$ cat config.mk
export PLATFORM = sky130hd
export DESIGN_NAME = fifo_rd_stream
export DESIGN_NICKNAME = d
export VERILOG_FILES = /design/src/rtl/fifo_rd_stream.sv
export SDC_FILE = /design/constraint.sdc
export NUM_CORES = 1
export LEC_CHECK = 0
export CAP_MARGIN = 40
export CORE_ASPECT_RATIO = 0.9
export CORE_MARGIN = 2
export CORE_UTILIZATION = 50
export DETAILED_ROUTE_END_ITERATION = 10
export PLACE_DENSITY = 0.8
export SETUP_SLACK_MARGIN = 0.5
export SKIP_LAST_GASP = 1
export SLEW_MARGIN = 0
export SYNTH_ARGS = -nofsm -noshare
export SYNTH_HDL_FRONTEND = slang
export SYNTH_SLANG_ARGS = --single-unit
$ cat constraint.sdc
create_clock -name clk -period 2.8 [get_ports clk]
set_input_delay 0.42 -clock clk [delete_from_list [all_inputs] [get_ports clk]]
set_output_delay 0.42 -clock clk [all_outputs]
set_load 0.05 [all_outputs]
$ cat src/rtl/fifo_rd_stream.sv
// Read-side consumer for the 128-bit synchronous FIFO: issues reads, absorbs the
// one-cycle read latency in a two-entry buffer and presents a valid/ready stream.
module fifo_rd_stream #(
   parameter int DATA_W = 128,
   parameter int CNT_W  = 32
) (
   input  logic              clk,
   input  logic              rstn,
   output logic              o_fifo_rden,
   input  logic              i_fifo_empty,
   input  logic [DATA_W-1:0] i_fifo_rddata,
   output logic              o_valid,
   output logic [DATA_W-1:0] o_data,
   input  logic              i_ready,
   output logic [CNT_W-1:0]  o_beat_cnt,
   output logic              o_inflight
);

   logic [1:0]        occ_r;
   logic              inflight_r;
   logic              wr_ptr_r;
   logic              rd_ptr_r;
   logic [DATA_W-1:0] buf_r [0:1];
   logic [CNT_W-1:0]  beat_cnt_r;

   logic              pop_s;
   logic [2:0]        occ_next_s;
   logic              rden_s;

   // Occupancy after this edge: the returning word adds one, an accepted beat removes one.
   function automatic logic [2:0] occ_step(input logic [1:0] occ, input logic add, input logic sub);
      occ_step = {1'b0, occ} + {2'b00, add} - {2'b00, sub};
   endfunction

   // Pop detection and read issue; a read is only issued if its word is sure to find a free slot.
   always_comb begin
      pop_s      = 1'b0;
      occ_next_s = 3'd0;
      rden_s     = 1'b0;
      pop_s      = (occ_r != 2'd0) && i_ready;
      occ_next_s = occ_step(occ_r, inflight_r, pop_s);
      if (rstn && !i_fifo_empty && (occ_next_s < 3'd2)) begin
         rden_s = 1'b1;
      end else begin
         rden_s = 1'b0;
      end
   end

   // Buffer, pointers, occupancy, in-flight flag and beat counter.
   always_ff @(posedge clk or negedge rstn) begin
      if (!rstn) begin
         occ_r      <= 2'd0;
         inflight_r <= 1'b0;
         wr_ptr_r   <= 1'b0;
         rd_ptr_r   <= 1'b0;
         buf_r[0]   <= '0;
         buf_r[1]   <= '0;
         beat_cnt_r <= '0;
      end else begin
         inflight_r <= rden_s;
         occ_r      <= occ_next_s[1:0];
         // Data on the read bus is only captured when a read was actually issued.
         if (inflight_r) begin
            buf_r[wr_ptr_r] <= i_fifo_rddata;
            wr_ptr_r        <= ~wr_ptr_r;
         end
         if (pop_s) begin
            rd_ptr_r   <= ~rd_ptr_r;
            beat_cnt_r <= beat_cnt_r + CNT_W'(1);
         end
      end
   end

   assign o_fifo_rden = rden_s;
   assign o_valid     = (occ_r != 2'd0);
   assign o_data      = buf_r[rd_ptr_r];
   assign o_beat_cnt  = beat_cnt_r;
   assign o_inflight  = inflight_r;

endmodule
==> key figures <==
Status
  – Status: finished, violations left
  – Failing checks: hold timing, setup timing

Logic synthesis
  – Synth Flop Type: dfrtp_1
  – Post-Syn Nets: 970
  – Post-Syn Area: 12680 sq um
  – Yosys warns: 0
  – Share of the synthesized area in the top cell type: 0.5783
  – Syn Inst Count: 834
  – Syn Area/Cell: 15.20 sq um
  – EDFF count, synth: 0
  – Post-synthesis async set-or-reset flop share: 1.000
  – Synth unique cells: 34
  – Post-synthesis sequential area ratio: 0.5783
  – Synth top area cells: dfrtp_1 (58%), mux2_2 (33%), xnor2_1 (1.5%)
  – Synth area leader: dfrtp_1
  – Flip-flop and latch count after synthesis: 293
  – Top-count cell post-synth: mux2_2
  – Post-synth top cells: mux2_2 (374), dfrtp_1 (293), clkbuf_1 (40)

Timing
  – Finish-stage setup viols: 1
  – Least-Margin Pin Slew: 0.8316 ns
  – Period Utilization, post-route: 1.121
  – Setup ws final: -0.3392 ns
  – RSZ-0062 raised after global routing: yes
  – Setup TNS: -0.3392 ns
  – Hold Vio Cnt, Final: 2
  – Max-slew violations: 0
  – Period minus WS final: 3.139 ns
  – Slew HR: 0.4456
  – Hold slack: -0.01655 ns
  – Clock skew: 0.01347 ns
  – FMAX: 318.6 MHz

Setup path
  – WP data required: 2.38 ns
  – R2R Setup Slk: 0.59 ns
  – Crit Path Class: reg -> out
  – RR Endpoint: o_inflight
  – Critical-path cell list: or2_4 -> nand2_4 -> inv_4 -> ha_4 -> inv_2 -> ha_4 -> fa_2 -> nor4b_4 -> buf_12
  – CP Launch Type: flip-flop
  – Worst path max stage delay: 0.45 ns
  – Worst path top cell family by delay: adder cells
  – Crit path buf inv count: 3
  – Worst r2r path cells: 9
  – CP endpoint kind: primary output
  – Largest fanout on the critical path: 2
  – CP startpoint: occ_r[1]
  – Reg2reg start: occ_r[1]
  – Highest-delay cell along the critical path: fa_2
  – Critical path arrival: 2.72 ns
  – Most used cell, CP: ha_4

Placed design
  – Port-buffer cells: 294
  – Final HPWL DP: 18380 microns
  – Gpl congestion: around 0.76
  – Area post-placement: roughly 16000 sq um

GRT
  – Antenna violations before repair: 1
  – Vias in the first global route: about 8.7k
  – Pin count of the biggest net entering global routing: 148
  – First-pass GRT wire length: approximately 48000 microns
  – Global route overflow: 0
  – Gr usage total: 0.2318

Cells and area
  – Layout cells sized above 1: 0.5334
  – Antenna diodes: 0
  – Layout area overhead: 43.25%
  – NumNets Final: 1295
  – Finished layout cell area: about 18000 sq um

Hold path
  – Min-delay worst type: in -> async

Floorplanning
  – CORE AREA: 25050 sq um
  – # IOs: 295
  – Initial core utilization: 0.5061
  – Die ar.: 26650 sq um
  – Site row count: 55
  – Die Ht: 155.1 microns
  – Die W: 171.9 microns

Run
  – Max-Cap Viols: 0

Clock network
  – Clk buf depth: 3
  – Root Buffer Master: clkbuf_16
  – H-tree depth: 1
  – Clock Latency Late Sink: 0.55 ns
  – Clk slew on worst S/H paths: 0.06 ns
  – CTS tree: yes
  – TritonCTS Buffers: 31
  – TritonCTS Sinks: 293

Routing
  – # DRC: 0
  – Wire per inst: 20.47 microns
  – DR pass1 iterations: 4
  – Initial DRC count: 394
  – Via total after detailed routing: between 8k and 9k
  – Vias per inst: 5.257
  – Routed Antenna Nets: 0
  – Final WL: between 30000 and 40000 microns
-- layout by cell type (no fill, tap or decap), drive strengths merged, types with 2 or more instances in the layout --
| cell type | count |
|---|---|
| nand4b | 2 |
| and3 | 5 |
| nor2 | 3 |
| buf | 170 |
| nor4 | 5 |
| xor2 | 12 |
| ha | 3 |
| clkbuf | 45 |
| dlygate4sd2 | 9 |
| nor3 | 4 |
| inv | 6 |
| clkdlybuf4s50 | 146 |
| bufinv | 7 |
| dfrtp | 293 |
| xnor2 | 22 |
| nand3 | 18 |
| and2 | 2 |
| nand4 | 9 |
| nand2 | 13 |
| clkinv | 6 |
| mux2 | 384 |
| dlymetal6s2s | 9 |
-- how the worst max path moves through the flow --
stage	to	depth (start not counted)	slack [ns]
3_3_place_gp	o_fifo_rden	9	-0.15
4_1_cts	o_fifo_rden	9	-0.37
2_1_floorplan	o_fifo_rden	8	-0.14
3_5_place_dp	o_fifo_rden	9	-0.17
6_report	o_fifo_rden	9	-0.34
5_1_grt	o_fifo_rden	10	-0.42
-- final cells by class --
class / count / area (sq um)
sequential: 293 / 7336
fill: 1642 / 6887
multi-input combinational: 491 / 5291
timing repair buffer: 336 / 3934
clock buffer: 43 / 900.9
tap: 342 / 427.9
clock inverter: 14 / 247.7
inverter: 6 / 25.02
-- routing by layer --
metal,wire (microns),share of wire,track usage
met5,0,0,0
met4,966,0.031,0.06963
met3,2292,0.073,0.07097
met2,15200,0.49,0.3817
met1,12750,0.41,0.2959
-- per-stage QoR --
step	worst slack, ns	instances	utilization	hold WS (ns)
after global placement	-0.1455	1441	0.6387	0.4578
after global routing	-0.4214	1525	0.7251	0.07020
after floorplan	-0.1436	834	-	0.1244
final	-0.3392	1525	0.7251	-0.01655
after detailed placement	-0.1727	1441	0.6387	0.4867
after CTS	-0.3713	1520	0.7030	0.06522
-- what timing repair did --
item	CTS	global route
setup endpoints to repair	138	138
endpoints found under the hold margin	0	0
buffers inserted	12	2
hold buffers	0	0
cloned	10	3
pin swaps	2	0
resized for setup	441	213
-- state kept, by name (all words and copies together) (netlist names) --
signal,count
buf_r,256
o_beat_cnt,32
occ_r,2
o_inflight,1
rd_ptr_r,1
wr_ptr_r,1
-- cell families (layout without fill, tap and decap cells) --
family,Yosys count,after routing,share of synthesized area
adder cells (fa/ha/maj),4,4,0.004540
multiplexers,384,384,0.3411
AND/OR/NAND/NOR,67,67,0.03563
AO/OA/AOI/OAI,2,2,0.001382
buffers and inverters,50,399,0.01559
flip-flops,293,293,0.5783
XOR/XNOR,34,34,0.02349
Power is not shown: default switching activity piles up to over one toggle a cycle in this logic, so the estimate is an artifact.
